File: src/rtl/fft_cfg_reg_bank.sv
// rtl/fft_cfg_reg_bank.sv - FFT configuration register bank, shadow/active with idle-gated commit FSM
// Optional illegal-address error pulse is built only when CFG_ERR_EN is defined.
module fft_cfg_reg_bank #(
    parameter int NUM_REGS  = 4,
    parameter int DATA_W    = 8,
    parameter int ADDR_W    = 2,
    parameter int PNT_W     = 3,
    parameter int PNT_MAX   = 7,
    parameter int RESET_VAL = 0
) (
    input  logic                       clk,
    input  logic                       rst,
    input  logic                       cfg_wen,
    input  logic                       cfg_ren,
    input  logic [ADDR_W-1:0]          cfg_addr,
    input  logic [DATA_W-1:0]          cfg_wdata,
    output logic [DATA_W-1:0]          cfg_rdata,
    output logic                       cfg_ready,
    input  logic                       commit_req,
    input  logic                       fft_busy,
    output logic [NUM_REGS*DATA_W-1:0] cfg_active,
    output logic                       cfg_pending,
    output logic                       cfg_done,
    output logic                       cfg_err
);

    typedef enum logic [1:0] {
        ST_IDLE,
        ST_WAIT,
        ST_APPLY
    } state_t;

    state_t state_q, state_d;

    logic [DATA_W-1:0] shadow_q [NUM_REGS];
    logic [DATA_W-1:0] shadow_d [NUM_REGS];
    logic [DATA_W-1:0] active_q [NUM_REGS];
    logic [DATA_W-1:0] active_d [NUM_REGS];

    logic [DATA_W-1:0] rdata_q, rdata_d;
    logic              ready_q, ready_d;
    logic              pending_q, pending_d;
    logic              done_q, done_d;

    logic              addr_ok;
    logic              wr_ok;
    logic              rd_go;
    logic [PNT_W-1:0]  pnt_raw;
    logic [PNT_W-1:0]  pnt_clamped;

    // Widened compares keep the range checks meaningful for every parameter set.
    assign addr_ok     = {1'b0, cfg_addr} < (ADDR_W+1)'(NUM_REGS);
    assign wr_ok       = cfg_wen && addr_ok;
    assign rd_go       = cfg_ren && !cfg_wen;
    assign pnt_raw     = cfg_wdata[PNT_W-1:0];
    assign pnt_clamped = ({1'b0, pnt_raw} > (PNT_W+1)'(PNT_MAX)) ? PNT_W'(PNT_MAX) : pnt_raw;

    always_comb begin
        state_d = state_q;
        case (state_q)
            ST_IDLE: begin
                if (commit_req && pending_q) begin
                    state_d = fft_busy ? ST_WAIT : ST_APPLY;
                end
            end
            ST_WAIT: begin
                if (!fft_busy) begin
                    state_d = ST_APPLY;
                end
            end
            ST_APPLY: state_d = ST_IDLE;
            default:  state_d = ST_IDLE;
        endcase
    end

    always_comb begin
        rdata_d   = '0;
        ready_d   = rd_go;
        pending_d = pending_q;
        done_d    = (state_q == ST_APPLY);
        for (int i = 0; i < NUM_REGS; i++) begin
            shadow_d[i] = shadow_q[i];
            active_d[i] = active_q[i];
            // Active samples the pre-write shadow, so a write in APPLY waits for the next commit.
            if (state_q == ST_APPLY) begin
                active_d[i] = shadow_q[i];
            end
            if (wr_ok && cfg_addr == ADDR_W'(i)) begin
                shadow_d[i] = (i == 0) ? DATA_W'(pnt_clamped) : cfg_wdata;
            end
            if (rd_go && cfg_addr == ADDR_W'(i)) begin
                rdata_d = shadow_q[i];
            end
        end
        if (state_q == ST_APPLY) begin
            pending_d = 1'b0;
        end
        if (wr_ok) begin
            pending_d = 1'b1;
        end
    end

    always_ff @(posedge clk) begin
        if (rst) begin
            state_q   <= ST_IDLE;
            rdata_q   <= '0;
            ready_q   <= 1'b0;
            pending_q <= 1'b0;
            done_q    <= 1'b0;
            for (int i = 0; i < NUM_REGS; i++) begin
                shadow_q[i] <= DATA_W'(RESET_VAL);
                active_q[i] <= DATA_W'(RESET_VAL);
            end
        end else begin
            state_q   <= state_d;
            rdata_q   <= rdata_d;
            ready_q   <= ready_d;
            pending_q <= pending_d;
            done_q    <= done_d;
            for (int i = 0; i < NUM_REGS; i++) begin
                shadow_q[i] <= shadow_d[i];
                active_q[i] <= active_d[i];
            end
        end
    end

    always_comb begin
        for (int i = 0; i < NUM_REGS; i++) begin
            cfg_active[i*DATA_W +: DATA_W] = active_q[i];
        end
    end

    assign cfg_rdata   = rdata_q;
    assign cfg_ready   = ready_q;
    assign cfg_pending = pending_q;
    assign cfg_done    = done_q;

`ifdef CFG_ERR_EN
    logic err_q;

    always_ff @(posedge clk) begin
        if (rst) begin
            err_q <= 1'b0;
        end else begin
            err_q <= (cfg_wen || cfg_ren) && !addr_ok;
        end
    end

    assign cfg_err = err_q;
`else
    assign cfg_err = 1'b0;
`endif

endmodule

File: config.mk
export PLATFORM = sky130hd
export DESIGN_NAME = fft_cfg_reg_bank
export DESIGN_NICKNAME = d
export VERILOG_FILES = /design/src/rtl/fft_cfg_reg_bank.sv
export SDC_FILE = /design/constraint.sdc
export NUM_CORES = 1
export LEC_CHECK = 0
export BUFFER_PORTS_ARGS = -buffer_cell sky130_fd_sc_hd__buf_4
export CORE_MARGIN = 2
export CORE_UTILIZATION = 45
export CTS_BUF_LIST = sky130_fd_sc_hd__clkbuf_8 sky130_fd_sc_hd__clkbuf_16
export CTS_CLUSTER_DIAMETER = 150
export DETAILED_ROUTE_END_ITERATION = 8
export GPL_ROUTABILITY_DRIVEN = 0
export PLACE_DENSITY = 0.75
export SLEW_MARGIN = 15
export SYNTH_ARGS = -nofsm -noshare
export SYNTH_HDL_FRONTEND = slang
export SYNTH_SLANG_ARGS = --single-unit
File: constraint.sdc
create_clock -name clk -period 1.25 [get_ports clk]
set_input_delay 0 -clock clk [delete_from_list [all_inputs] [get_ports clk]]
set_output_delay 0 -clock clk [all_outputs]
set_load 0.05 [all_outputs]
==> out/metrics.csv <==
metric;value;unit
vias in the first global route;1928;
RSZ-0062 raised after global routing;no;
Worst EP arrival;1.45;ns
Congestion Overflow GR;0;
Layout area overhead;27.11;%
WL per Instance;13.54;um
final setup TNS;0;ns
Power, Total;0.004195;W
Leak;1.428;nW
share of layout cells above drive strength 1;24.63;%
Starting DRT DRC Count;80;
Final Hold Slack;0.01065;ns
Finish-stage setup viols;0;
CTS tree;yes;
Root Buffer Master;clkbuf_8;
Cell Chain, Critical Path;dlygate4sd3_1, buf_4, nor3b_4, o221ai_1, nor2_1;
DR vias;2029;
DR pass1 iterations;4;
syn avg cell area;9.435;sq um
WP data required;1.52;ns
final critical-path setup slack;0.07175;ns
Post-Syn Area;2547;sq um
final number of max-transition violations;0;
via density per instance;4.961;
CTS clk-pin slew, worst paths;0.08;ns
Ports;60;
Min Clock Period, post-route;1.178;ns
PwrDens;1295;nW/um^2
worst clock skew;0.01069;ns
# diodes;0;
Core Area;5473;sq um
fin crit share;94.26;%
Slowest-stage cell, CP;dlygate4sd3_1;
starting density of the core;46.55;%
pre-CTS setup slack;0.2063;ns
Yosys cell types;24;
post-CTS setup buffer count;0;
latest clock arrival within the worst-skew pair;0.34;ns
total global-route track usage;18.78;%
initial antenna violation count;0;
Hold/Removal Path Class;input pin to flop;
Hold Fails Final Rpt;0;
Max Freq;848.7;MHz
clock power share;38.0;%
DP Wirelength;3811;um
sequential share of the synthesized area;52.65;%
Port Buffer Count;53;
kind of critical path;input pin to flop;
outcome;finished, final reports clean;
Net Sw Frac;26.21;%
Non-Filler Instances;409;
logic gate share of total power;9.3;%
Fillers;515;
Crit. End Element;flop;
gate count after technology mapping;270;
internal power;0.003095;W
VDD IR max;0.8214;mV
Cells after DPL;382;
Post-Route WL;5538;um
P_sw;0.001100;W
Die Area;6279;sq um
DIE HEIGHT;79.24;um
Yosys warnings;0;
global-route wire length before repair;9080;um
Max FO, Critical Path;9;
cts bufs inserted;9;
Bufs on Longest Clock Path;2;
PostCTS Resize Cnt;0;
Rel. slew slack;61.52;%
H-tree lvl count;3;
FF+latch count, synth;67;
DRC Markers;0;
# clock sinks;67;
# nets final;348;
Worst Tran Pin Value;0.5771;ns
crit path launch type;input pin;
die width;79.24;um
CP max stage delay;0.54;ns
register share of total power;52.7;%
max_cap viols;0;
row count;27;
largest net degree at the start of global routing;59;
final antenna-violating net count;0;
## power by group through the flow
stage	combinational [W]	clock [W]	sequential (W)
global route	0.000421	0.00171	0.00221
floorplan	0.000235	0	0.00229
detailed placement	0.000364	0	0.00226
finish	0.000392	0.00159	0.00221
global placement	0.000357	0	0.00226
CTS	0.000394	0.00162	0.00221
## cells in the final DEF (no fill, tap or decap), types with 6 or more instances in the layout
| cell type | count |
|---|---|
| a21oi_1 | 34 |
| buf_4 | 59 |
| clkbuf_8 | 10 |
| conb_1 | 6 |
| dfxtp_1 | 67 |
| dlygate4sd3_1 | 11 |
| mux2i_1 | 27 |
| nand2_1 | 54 |
| nor2_1 | 37 |
| o221ai_1 | 8 |
## path summary, 6_finish.rpt
kind / slack (ns) / from / cells past startpoint / endpoint
worst max-delay path: 0.07 / cfg_wen / 5 / cfg_rdata[1]
worst min-delay path: 0.01 / commit_req / 3 / state_q[1]
worst max register to register: 0.20 / state_q[1] / 4 / active_q[1][6]
worst min register to register: 0.45 / active_q[1][1] / 2 / active_q[1][1]
## cell families after synthesis
group	count (synthesis)	share of synthesized area, %
AOI/OAI and AO/OA	45	10.31
buffers and inverters	25	6.680
DFF	67	52.65
muxes	27	10.61
other	1	0.1472
and+or+nand+nor	105	19.60
## flip-flops by register name, indices dropped and copies added, names as in the netlist
register     count
cfg_done         1
cfg_pending      1
cfg_rdata        8
shadow_q        27
cfg_ready        1
state_q          2
active_q        27
## routing by layer
metal,global-route usage [%],share of wire (%)
met4,8.276,1.6
met2,32.03,49
met5,0,0
met3,3.977,4.1
met1,22.76,45
## metrics by stage
| step | area, sq um | util [%] |
|---|---|---|
| 2_1_floorplan | 2566 | - |
| 3_3_place_gp | 2949 | 53.89 |
| 3_5_place_dp | 2949 | 53.89 |
| 4_1_cts | 3238 | 59.17 |
| 5_1_grt | 3238 | 59.17 |
| 6_report | 3238 | 59.17 |
## cell usage after synthesis (all sizes together)
cell,n,area [sq um]
or2b,1,8.760
conb,1,3.750
mux2i,27,270.3
nand4b,1,23.77
nor4,1,6.260
nor3b,2,37.54
clkbuf,6,32.53
nand2b,1,6.260
nand2,54,202.7
nor2b,1,6.260
and2b,3,27.53
nor2,37,138.9
buf,19,137.6
nand3,1,17.52
a211oi,3,22.52
dfxtp,67,1341
nand3b,2,15.01
o221ai,8,70.07
a21oi,34,170.2
nor4b,1,8.760
## worst max-delay path, delay by kind of cell
family          cells  cell delay, ns
compound gates      1            0.21
simple gates        2            0.52
buf+inv             2            0.71
## final cells by class
type	instances	area, sq um	share of cell area (%)
Multi-Input combinational cell	183	1055	32.57
Clock buffer	10	137.6	4.250
Timing Repair Buffer	71	573.1	17.70
Sequential cell	67	1341	41.42
Tap cell	72	90.09	2.782
Clock inverter	6	41.29	1.275
## repair_timing
item	CTS	global route
hold buffers	11	0
endpoints found under the hold margin	35	0
endpoints found under the setup margin	0	1
(Power assumes the default switching activity.)
